<file path="src/rtl/fact_engine_if.sv">
// Handshake/result bundle for the iterative factorial unit.
interface fact_engine_if #(
  parameter int N_W = 4,
  parameter int P_W = 32
);
  logic           go;
  logic [N_W-1:0] n;
  logic           busy;
  logic           done;
  logic           err;
  logic [P_W-1:0] product;

  modport master (output go, n, input busy, done, err, product);
  modport slave  (input go, n, output busy, done, err, product);
endinterface

</file>
<file path="src/rtl/fact_engine.sv">
// Iterative factorial unit: one multiply per cycle, go/done handshake,
// range and product-overflow flagging. Datapath and FSM in one block.
module fact_engine #(
  parameter int N_W   = 4,
  parameter int P_W   = 32,
  parameter int MAX_N = 12
) (
  input  logic         clk,
  input  logic         rst,
  fact_engine_if.slave bus
);

  typedef enum logic [1:0] {IDLE, MULT, DONE} state_t;

  state_t               state, state_nx;
  logic [N_W-1:0]       cnt, cnt_nx;
  logic [P_W-1:0]       product_q, product_nx;
  logic                 err_q, err_nx;
  logic                 done_q, busy_q;
  logic [P_W+N_W-1:0]   full;

  // Full-width product so overflow is seen even if MAX_N is set too large.
  assign full = {{N_W{1'b0}}, product_q} * {{P_W{1'b0}}, cnt};

  // Next-state and datapath update selection.
  always_comb begin
    state_nx   = state;
    cnt_nx     = cnt;
    product_nx = product_q;
    err_nx     = err_q;
    case (state)
      IDLE: begin
        if (bus.go) begin
          if (32'(bus.n) > MAX_N) begin
            err_nx     = 1'b1;
            product_nx = '0;
            state_nx   = DONE;
          end else begin
            cnt_nx     = bus.n;
            product_nx = P_W'(1);
            err_nx     = 1'b0;
            state_nx   = MULT;
          end
        end
      end
      MULT: begin
        if (cnt <= N_W'(1)) begin
          state_nx = DONE;
        end else if (full[P_W+N_W-1:P_W] != '0) begin
          err_nx     = 1'b1;
          product_nx = '0;
          state_nx   = DONE;
        end else begin
          product_nx = full[P_W-1:0];
          cnt_nx     = cnt - N_W'(1);
        end
      end
      DONE:    state_nx = IDLE;
      default: state_nx = IDLE;
    endcase
  end

  // State, datapath and registered status flags; reset abandons any operation.
  always_ff @(posedge clk) begin
    if (rst) begin
      state     <= IDLE;
      cnt       <= '0;
      product_q <= '0;
      err_q     <= 1'b0;
      done_q    <= 1'b0;
      busy_q    <= 1'b0;
    end else begin
      state     <= state_nx;
      cnt       <= cnt_nx;
      product_q <= product_nx;
      err_q     <= err_nx;
      done_q    <= (state_nx == DONE);
      busy_q    <= (state_nx == MULT);
    end
  end

  assign bus.busy    = busy_q;
  assign bus.done    = done_q;
  assign bus.err     = err_q;
  assign bus.product = product_q;

endmodule
</file>
<file path="src/flat_wrapper.sv">
// flat-port wrapper written by rule: the top's interface ports become plain ports
module fact_engine_flat 
#(
  parameter int N_W   = 4,
  parameter int P_W   = 32,
  parameter int MAX_N = 12
)
  (clk, rst, bus_go, bus_n, bus_busy, bus_done, bus_err, bus_product);
  fact_engine_if #(.N_W(N_W), .P_W(P_W)) bus_i ();
  input  logic clk;
  input  logic rst;
  input wire logic [$bits(bus_i.go)-1:0] bus_go;
  input wire logic [$bits(bus_i.n)-1:0] bus_n;
  output wire logic [$bits(bus_i.busy)-1:0] bus_busy;
  output wire logic [$bits(bus_i.done)-1:0] bus_done;
  output wire logic [$bits(bus_i.err)-1:0] bus_err;
  output wire logic [$bits(bus_i.product)-1:0] bus_product;
  assign bus_i.go = bus_go;
  assign bus_i.n = bus_n;
  assign bus_busy = bus_i.busy;
  assign bus_done = bus_i.done;
  assign bus_err = bus_i.err;
  assign bus_product = bus_i.product;
  fact_engine #(.N_W(N_W), .P_W(P_W), .MAX_N(MAX_N)) u_core (.clk(clk), .rst(rst), .bus(bus_i));
endmodule
</file>
<file path="config.mk">
export PLATFORM = sky130hd
export DESIGN_NAME = fact_engine_flat
export DESIGN_NICKNAME = d
export VERILOG_FILES = /design/src/rtl/fact_engine_if.sv /design/src/rtl/fact_engine.sv /design/src/flat_wrapper.sv
export SDC_FILE = /design/constraint.sdc
export NUM_CORES = 1
export LEC_CHECK = 0
export ABC_CLOCK_PERIOD_IN_PS = 14400
export CAP_MARGIN = 20
export CORE_MARGIN = 1
export CORE_UTILIZATION = 40
export CTS_BUF_LIST = sky130_fd_sc_hd__clkbuf_2
export CTS_CLUSTER_DIAMETER = 100
export DETAILED_ROUTE_END_ITERATION = 10
export DONT_BUFFER_PORTS = 1
export PLACE_DENSITY = 0.55
export SYNTH_ARGS = -nofsm -noshare
export SYNTH_HDL_FRONTEND = slang
export SYNTH_SLANG_ARGS = --single-unit
</file>
<file path="constraint.sdc">
create_clock -name clk -period 14.4 [get_ports clk]
set_input_delay 4.32 -clock clk [delete_from_list [all_inputs] [get_ports clk]]
set_output_delay 4.32 -clock clk [all_outputs]
set_load 0.1 [all_outputs]
</file>
==> impl_metrics.yaml <==
status:
  outcome: "finished, final reports clean"
clock_network:
  cts-resized-gates: 0
  cts_sinks: 41
  clockRootBuffer: "clkbuf_2"
  htreeDepth: 2
  cts_max_path_buffers: 2
  numCtsBuffers: 5
  clk_pin_slew_worst_paths_ps: 250
  clk_latency_ps: 420
  holdBufCountCts: 0
  post_cts_buffers: 0
  cts_tree: "done"
placed_design:
  gp_congestion: 0.8578
  dp_hpwl_mm: 11.44
  portBuffers: 0
  place_area_um2: 6037
timing:
  slew_headroom: 0.2470
  finalCritPeriodShare: 0.4104
  min_period_ps: 5909
  rsz0062_at_grt: "no"
  setup_violations: 0
  fin_setup_tns_ps: 0
  slew_viol_final: 0
  fmaxAchievable_mhz: 169.2
  hold_viol_final: 0
  fin_worst_skew_ps: 17.70
  tightestPinTransition_ps: 1128
worst_setup_path:
  worstSetupEndpointType: "flip-flop"
  criticalPathCategory: "reg -> reg"
  critPathRequiredTime_ps: 14750
  reg2regPathDepth: 15
  reg2reg_setup_slack_ps: 8490
  cp.arrival_ps: 6260
  worst_path_max_delay_cell: "dfxtp_1"
  cp_max_fo: 24
  slowest_delay_ps: 1130
  crit_path_start_kind: "flip-flop"
  cp_cell_sequence: "nand2_1, fa_1, inv_1, fa_1, ha_1, a211oi_1, o21ai_0, nand4_1, a2111oi_1, or4_1, a222oi_1, and3_1, buf_8, nand2b_1, o21ai_0"
logic_synthesis:
  synthArstFlopShare: 0
  netlist_area_um2: 5898
  synth-seq-cells: 41
  synthCells: 766
  ys_seq_area_frac: 0.1392
  synth_edf_count: 0
  yosysWarnings: 0
  synth_area_per_cell_um2: 7.700
  synth_ff_type: "dfxtp_1"
  synth_nets: 875
  yosysUniqueCellTypes: 56
layout:
  num-fill-cells: 1517
  multiInputGateArea_um2: 4449
  final_common_cell: "inv_1"
  n_antenna_cell: 0
  most-common-layout-cells: "127 x inv_1, 96 x and2_1, 69 x nand2_1, 60 x fa_1, 47 x nor2_1"
  fin_nets: 853
  drive_gt1_frac: 0.03087
  final_area_um2: 6142
  register_area_um2: 820.8
  syn_to_final_growth_pct: 4.137
global_route:
  grt_use_total: 0.2078
  grt_max_degree: 44
  grt_pass1_wl_mm: 25.30
  grt-ovfl-total: 0
  antenna_found_initial: 0
  grt_pass1_vias: 5218
floorplan:
  start_util: 0.4074
  pin_count: 42
  core_um2: 14480
  num_rows: 44
  die_area_um2: 15240
  die_h_um: 123.4
  die_x_um: 123.4
route:
  vias_per_cell: 5.361
  drc_errors: 0
  drt-total-wl_mm: 14.66
  first_iter_violations: 264
  dr.pass1.iters: 5
  detail_route.wl_per_cell_um: 15.78
  detail-route-antenna-nets: 0
  num_vias: 4980
job:
  cap_violations: 0
pwr:
  power.density_nw_per_um2: 41.96
  p_leak_nw: 3.009
  ir_drop_v: 0.00005230
hold_path:
  holdCritPathClass: "reg -> reg"
  holdPathStages: 2
## logic make-up after synthesis
logic type,Yosys count,share of synthesized area
AOI/OAI and AO/OA,161,0.1841
xor gates and xnor gates,26,0.03861
buffers and inverters,164,0.1065
muxes,1,0.001697
and+or+nand+nor,271,0.2372
adders and majority gates,102,0.2927
DFF,41,0.1392
## metal layers
metal,wire (um),part of all wire,track usage,up-vias
met5,0,0,0,-
met4,57,0.0039,0.03614,0
met3,558,0.038,0.02583,6
met2,6964,0.48,0.3485,96
met1,7078,0.48,0.2878,2425
li1,-,-,-,2453
## worst paths after layout
| check | start | endpoint |
|---|---|---|
| worst min register to register | u_core.bus.product[23] | u_core.bus.product[23] |
| worst min-delay path | u_core.bus.product[23] | u_core.bus.product[23] |
| worst max-delay path | u_core.bus.product[0] | u_core.bus.product[29] |
| worst max register to register | u_core.bus.product[0] | u_core.bus.product[29] |
## synth_stat cells (5+ instances only)
master,count,share of area
nand3_1,10,0.0085
nand2_1,69,0.044
nor3_1,10,0.0085
nand2b_1,7,0.0074
ha_1,42,0.089
inv_1,127,0.081
a31oi_1,7,0.0074
fa_1,60,0.20
nor2_1,47,0.030
a21o_1,16,0.020
nand4_1,6,0.0064
clkbuf_1,28,0.018
a21oi_1,40,0.034
a22oi_1,26,0.033
o211ai_1,5,0.0064
and2_1,96,0.10
dfxtp_1,41,0.14
o21bai_1,6,0.0076
xnor2_1,14,0.021
xor2_1,12,0.018
nand3b_1,5,0.0064
o21ai_0,26,0.022
## sequential cells by signal (all words and copies together), names as in the netlist
name	cells
u_core.bus.product	32
u_core.state	2
u_core.bus.err	1
u_core.bus.busy	1
u_core.cnt	4
u_core.bus.done	1
## area by class of cell
class	instances	area share
clock buffers	5	0.004074
clock inverters	3	0.01059
inverters	127	0.07761
multi-input cells	561	0.7244
flip-flops and latches	41	0.1336
well taps	184	0.03748
repair buffers	8	0.01222
## metrics by stage
step	worst slack (ps)	hold WS (ps)	std cells	util	total power, mW
2_1_floorplan	8730	533.5	766	-	0.1578
6_report	8491	549.3	929	0.4242	0.2577
5_1_grt	8056	575.6	929	0.4242	0.2688
4_1_cts	7922	561.8	928	0.4232	0.2589
3_5_place_dp	7790	533.7	920	0.4170	0.1692
3_3_place_gp	7574	508.8	919	0.4159	0.1667
## worst max-delay path: cells and delay by family, from the launching register on
kind	cells	cell delay, ps
AND/OR/NAND/NOR	5	1420
AO/OA/AOI/OAI	5	1550
buffers and inverters	2	300
flip-flops	1	1130
adder cells (fa/ha/maj)	3	1410
## where the power goes
part / internal, mW / total, mW / switching, mW
registers: 0.117 / 0.134 / 0.0175
logic: 0.0104 / 0.0332 / 0.0229
clock network: 0.0464 / 0.0902 / 0.0438
No activity file was read; power rests on OpenSTA's default activity.
